--- src/rtl/traffic_sensor_cond.sv ---
// Sync + debounce lane detectors and time green phases into inp_a/inp_b holds; `TSC_STATS_EN adds arrival counters.
// Latency: raw detector edge to veh_x is 2+DEB_CYC cycles; inp_x is combinational from lane state and light codes.
// No backpressure: free-running, one decision per cycle, no handshake.
module traffic_sensor_cond #(
    parameter int unsigned DEB_CYC   = 4,
    parameter int unsigned MIN_GREEN = 16,
    parameter int unsigned MAX_EXT   = 64,
    parameter int unsigned CW        = 8
) (
    input  logic        clk,
    input  logic        reset,
    input  logic        sense_a_raw,
    input  logic        sense_b_raw,
    input  logic [1:0]  l_a,
    input  logic [1:0]  l_b,
    output logic        inp_a,
    output logic        inp_b,
    output logic        veh_a,
    output logic        veh_b,
    output logic        conflict,
    output logic [15:0] cnt_a,
    output logic [15:0] cnt_b
);
    typedef enum logic [1:0] {ST_OFF, ST_MIN, ST_EXT, ST_REL} lane_st_e;

    localparam logic [CW-1:0] DEB_LAST = CW'(DEB_CYC - 1);
    localparam logic [CW-1:0] MIN_LOAD = CW'(MIN_GREEN - 1);
    localparam logic [CW-1:0] EXT_LOAD = CW'(MAX_EXT - 1);

    logic [1:0]         raw, sync1_q, sync2_q, veh_q, veh_d, green, veh_oth, hold;
    logic [1:0][CW-1:0] deb_q, deb_d;
    logic               both_green, conflict_q, conflict_d;

    // Bit 0 is lane A, bit 1 is lane B throughout.
    assign raw        = {sense_b_raw, sense_a_raw};
    assign green      = {l_b == 2'd0, l_a == 2'd0};
    assign veh_oth    = {veh_q[0], veh_q[1]};
    assign both_green = &green;
    assign conflict_d = conflict_q | both_green;

    always_comb begin
        veh_d = veh_q;
        deb_d = deb_q;
        for (int i = 0; i < 2; i++) begin
            if (sync2_q[i] == veh_q[i]) begin
                deb_d[i] = '0;
            end else if (deb_q[i] == DEB_LAST) begin
                veh_d[i] = ~veh_q[i];
                deb_d[i] = '0;
            end else begin
                deb_d[i] = deb_q[i] + CW'(1);
            end
        end
    end

    always_ff @(posedge clk or negedge reset) begin
        if (!reset) begin
            sync1_q    <= '0;
            sync2_q    <= '0;
            veh_q      <= '0;
            deb_q      <= '0;
            conflict_q <= 1'b0;
        end else begin
            sync1_q    <= raw;
            sync2_q    <= sync1_q;
            veh_q      <= veh_d;
            deb_q      <= deb_d;
            conflict_q <= conflict_d;
        end
    end

    for (genvar g = 0; g < 2; g++) begin : g_lane
        lane_st_e      st_q, st_d;
        logic [CW-1:0] tmr_q, tmr_d;
        logic          ext_hold, hold_c;

        assign ext_hold = veh_q[g] | ~veh_oth[g];

        always_ff @(posedge clk or negedge reset) begin
            if (!reset) begin
                st_q  <= ST_OFF;
                tmr_q <= '0;
            end else begin
                st_q  <= st_d;
                tmr_q <= tmr_d;
            end
        end

        // Leaving green always wins, so a phase can never resume mid-way.
        always_comb begin
            st_d  = st_q;
            tmr_d = tmr_q;
            if (!green[g]) begin
                st_d  = ST_OFF;
                tmr_d = '0;
            end else begin
                case (st_q)
                    ST_OFF: begin
                        st_d  = ST_MIN;
                        tmr_d = MIN_LOAD;
                    end
                    ST_MIN: begin
                        if (tmr_q == '0) begin
                            st_d  = ST_EXT;
                            tmr_d = EXT_LOAD;
                        end else begin
                            tmr_d = tmr_q - CW'(1);
                        end
                    end
                    ST_EXT: begin
                        if ((tmr_q == '0 && veh_oth[g]) || !ext_hold) begin
                            st_d = ST_REL;
                        end else if (veh_oth[g]) begin
                            tmr_d = tmr_q - CW'(1);
                        end
                    end
                    default: st_d = ST_REL;
                endcase
            end
        end

        always_comb begin
            case (st_q)
                ST_OFF:  hold_c = green[g];
                ST_MIN:  hold_c = 1'b1;
                ST_EXT:  hold_c = ext_hold;
                default: hold_c = 1'b0;
            endcase
        end

        assign hold[g] = hold_c;
    end

    // Dropping both holds pushes the controller out of an illegal double green.
    assign inp_a    = hold[0] & ~(conflict_q | both_green);
    assign inp_b    = hold[1] & ~(conflict_q | both_green);
    assign veh_a    = veh_q[0];
    assign veh_b    = veh_q[1];
    assign conflict = conflict_q;

`ifdef TSC_STATS_EN
    logic [1:0]        veh_dly_q;
    logic [1:0][15:0]  cnt_q;

    always_ff @(posedge clk or negedge reset) begin
        if (!reset) begin
            veh_dly_q <= '0;
            cnt_q     <= '0;
        end else begin
            veh_dly_q <= veh_q;
            for (int i = 0; i < 2; i++) begin
                if (veh_q[i] && !veh_dly_q[i] && cnt_q[i] != 16'hFFFF) begin
                    cnt_q[i] <= cnt_q[i] + 16'd1;
                end
            end
        end
    end

    assign cnt_a = cnt_q[0];
    assign cnt_b = cnt_q[1];
`else
    assign cnt_a = '0;
    assign cnt_b = '0;
`endif

endmodule

--- config.mk ---
export PLATFORM = sky130hd
export DESIGN_NAME = traffic_sensor_cond
export DESIGN_NICKNAME = d
export VERILOG_FILES = /design/src/rtl/traffic_sensor_cond.sv
export SDC_FILE = /design/constraint.sdc
export NUM_CORES = 1
export LEC_CHECK = 0
export BUFFER_PORTS_ARGS = -buffer_cell sky130_fd_sc_hd__buf_2
export CELL_PAD_IN_SITES_DETAIL_PLACEMENT = 0
export CELL_PAD_IN_SITES_GLOBAL_PLACEMENT = 1
export CORE_AREA = 2 2 83 85
export CTS_CLUSTER_SIZE = 12
export DETAILED_ROUTE_END_ITERATION = 10
export DIE_AREA = 0 0 85 87
export GPL_TIMING_DRIVEN = 0
export HOLD_SLACK_MARGIN = 0.08
export PLACE_DENSITY_LB_ADDON = 0.1
export SLEW_MARGIN = 0
export SYNTH_ARGS = -nofsm -noshare
export SYNTH_HDL_FRONTEND = slang
export SYNTH_SLANG_ARGS = --single-unit
export TNS_END_PERCENT = 20
--- constraint.sdc ---
create_clock -name clk -period 2.12 [get_ports clk]
set_input_delay 0.212 -clock clk [delete_from_list [all_inputs] [get_ports clk]]
set_output_delay 0.212 -clock clk [all_outputs]
set_load 0.01 [all_outputs]
==> metrics.md <==
| Metric | Value |
|---|---|
| Starting density of the core | `41.6%` |
| IR drop worst, VDD | `between 0.0003 and 0.0004 V` |
| Cells after DPL | `~410` |
| CTS tree | `done` |
| Leading area contributor after synthesis | `dfrtp_1` |
| Reg2Reg Setup Slack | `between 0.1 and 0.15 ns` |
| DPL Wire Length | `3960 um` |
| WL/cell | `13.4 um` |
| Relative slew slack | `approximately 36%` |
| Simple-Gate Fraction of Synth Area | `19.4%` |
| Synth Area in Adders | `5.49%` |
| Post-Synth XOR/XNOR Area | `4.48%` |
| Synth Instances | `285` |
| Period utilization | `between 90 and 100%` |
| DIE AREA | `7400 um^2` |
| GRT Resource Usage Total | `approximately 16%` |
| Critical Path RT | `about 2.3 ns` |
| Ports | `45` |
| Die X-Extent | `85 um` |
| DRC errors left | `0` |
| First-pass DRT Iterations | `4` |
| Max Slew Vio Count | `0` |
| Post-Syn Area | `about 2700 um^2` |
| Fin nets | `362` |
| TNS Setup | `0 ns` |
| Top post-synthesis cells by area | `dfrtp_1, buf_4, ha_1` |
| Clock transition at path regs | `0.09 ns` |
| Vias per inst | `roughly 5` |
| Yosys cell types | `60` |
| Peak fanout along the critical path | `9` |
| Area growth, synth to finish | `17.5%` |
| Final Non-Filler Cells | `423` |
| Core Rows | `30` |
| Largest net degree at the start of global routing | `44` |
| Most frequent cells after synthesis | `dfrtp_1, buf_4, nor2_1` |
| Yosys top cell area share | `39.3%` |
| Final antenna diode count | `0` |
| Initial DRC count | `58` |
| Top FF cell, synth | `dfrtp_1` |
| CTS HTree Levels | `2` |
| Final Skew | `0.00323 ns` |
| Final setup fails | `0` |
| Max-Cap Viols | `0` |
| EDFF count, synth | `0` |
| Bufs on Longest Clock Path | `2` |
| Die Y | `87 um` |
| Gr ovfl total | `0` |
| CORE AREA | `6570 um^2` |
| Layout cell share with drive strength beyond 1 | `22.7%` |
| Average size of a mapped cell | `9.60 um^2` |
| Element type at the critical path start | `flop` |
| Leakage | `around 0.0015 uW` |
| Initial antenna violation count | `0` |
| Complex-gate fraction of the synthesized area | `17.2%` |
| ANT nets after route | `0` |
| Worst hold margin | `0.0517 ns` |
| DR vias | `2,113` |
| R2r endpoint | `g_lane[0].tmr_q[2]$_DFFE_PN0P_` |
| Tmin final | `1.98 ns` |
| CTS Buf Count | `5` |
| Root buffer cell | `clkbuf_8` |
| Port-buffer cells | `12` |
| Setup crit end kind | `flop` |
| Fillers | `around 630` |
| Vias in the first global route | `2,010` |
| Seq/Total Area, Yosys | `between 30% and 40%` |
| Crit path DAT | `approximately 2.2 ns` |
| First-pass GRT wire length | `9660 um` |
| Largest family of logic cells by synthesized area | `simple AND/OR/NAND/NOR gates` |
| Worst-Margin Slew | `0.964 ns` |
| Mux contribution to synthesized area | `2.01%` |
| Clock Sinks | `43` |
| Worst reg2reg path depth | `8` |
| Ys Warns | `0` |
| Status | `finished clean` |
| Worst r2r src | `g_lane[0].tmr_q[0]$_DFFE_PN0P_` |
| GPL Wtd Cong | `about 0.77` |
| Fraction of registers with async set/reset | `100%` |
| Clock Latency Late Sink | `roughly 0.3 ns` |
| Most common cell in the netlist | `dfrtp_1` |
| Fin. Hold Viols | `0` |
| HP Class | `in2async` |
| F_max | `504 MHz` |
| Final wirelength | `5650 um` |
| Crit Path Class | `reg2reg` |
| Power density over the cells | `roughly 730 nW/um^2` |
| RSZ-0062 raised after global routing | `false` |
| Synthesized flop and latch total | `43` |
| Final WS setup | `0.136 ns` |
| Post-place setup slack | `-0.0979 ns` |
layout make-up:
cell class | instances | area (um^2) | share of cell area (%)
plain buffers | 37 | 270 | 8.41
clock buffers | 6 | 72.6 | 2.26
clock inverters | 2 | 12.5 | 0.389
inverters | 15 | 56.3 | 1.75
multi-input cells | 221 | 1510 | 46.9
flip-flops and latches | 43 | 1080 | 33.5
well taps | 80 | 100 | 3.11
repair buffers | 19 | 118 | 3.66
worst max-delay path: stages (launching register included):
cell	delay (ns)
dfrtp_1	0.41
inv_1	0.09
ha_1	0.19
nor4b_4	0.21
buf_4	0.19
nand4_4	0.17
and2_1	0.20
buf_2	0.16
a32o_1	0.25
state kept, by name, indices dropped and copies added (netlist names):
register	flops
sync1_q	2
g_lane.tmr_q	16
g_lane.st_q	4
deb_q	16
veh_q	2
conflict	1
sync2_q	2
per-stage QoR:
stage / total power, uW / instance area (um^2) / util, %
2_1_floorplan: 1570 / 2850 / -
3_3_place_gp: 1760 / 3010 / 45.8
3_5_place_dp: 1760 / 3010 / 45.8
4_1_cts: 2310 / 3150 / 47.9
5_1_grt: 2520 / 3210 / 48.9
6_report: 2340 / 3210 / 48.9
worst max path at each step:
| stage | start | endpoint | slack [ns] | cells past startpoint |
|---|---|---|---|---|
| finish | g_lane[0].tmr_q[0]$_DFFE_PN0P_ | g_lane[0].tmr_q[2]$_DFFE_PN0P_ | 0.14 | 8 |
| floorplan | g_lane[1].tmr_q[0]$_DFFE_PN0P_ | g_lane[1].tmr_q[2]$_DFFE_PN0P_ | 0.24 | 6 |
| CTS | g_lane[1].tmr_q[0]$_DFFE_PN0P_ | g_lane[1].tmr_q[2]$_DFFE_PN0P_ | -0.003 | 6 |
| global placement | g_lane[0].st_q[1]$_DFFE_PN0P_ | g_lane[0].tmr_q[1]$_DFFE_PN0P_ | -0.11 | 7 |
| detailed placement | g_lane[0].st_q[0]$_DFFE_PN0P_ | g_lane[0].tmr_q[1]$_DFFE_PN0P_ | -0.1 | 8 |
| global route | g_lane[0].st_q[0]$_DFFE_PN0P_ | g_lane[0].tmr_q[1]$_DFFE_PN0P_ | 0.004 | 8 |
where the power goes:
group,total (uW),internal [uW],switching [uW]
clock network,533,231,303
registers,1040,911,130
logic,766,337,428
total,2340,1480,861
layer usage:
layer | track usage, % | wire length, um
met5 | 0 | 0
met3 | 3.41 | 207
met2 | 26.0 | 2650
met4 | 4.33 | 66
met1 | 22.4 | 2730
logic make-up after synthesis:
family          after synthesis
mux                           5
compound gates               63
buf+inv                      52
fa+ha+maj                    12
simple gates                 95
xor+xnor                     14
other cells                   1
flops                        43
placed cells by master, fill, tap and decap left out, types with 3 or more instances in the layout:
| cell | instances |
|---|---|
| a21oi_1 | 6 |
| nor3_1 | 8 |
| o21ai_0 | 7 |
| dfrtp_1 | 43 |
| nor2_1 | 25 |
| a32o_1 | 6 |
| o211ai_1 | 4 |
| o21ai_1 | 5 |
| clkbuf_8 | 5 |
| and2_1 | 3 |
| o2bb2ai_1 | 5 |
| conb_1 | 32 |
| inv_1 | 14 |
| nand3_1 | 11 |
| xor2_1 | 12 |
| and3_1 | 7 |
| nand2b_1 | 5 |
| o22ai_1 | 6 |
| nand2_1 | 12 |
| buf_4 | 37 |
| nor4b_1 | 3 |
| ha_1 | 11 |
| buf_2 | 15 |
repair_timing:
| action | 4_1_cts | 5_1_grt |
|---|---|---|
| setup buffers | 0 | 5 |
| resized for setup | 5 | 6 |
| hold buffers | 2 | 0 |
| endpoints found under the setup margin | 8 | 11 |
| hold endpoints to repair | 2 | 0 |
| pin swaps | 0 | 1 |
No activity file was read; power rests on OpenSTA's default activity.
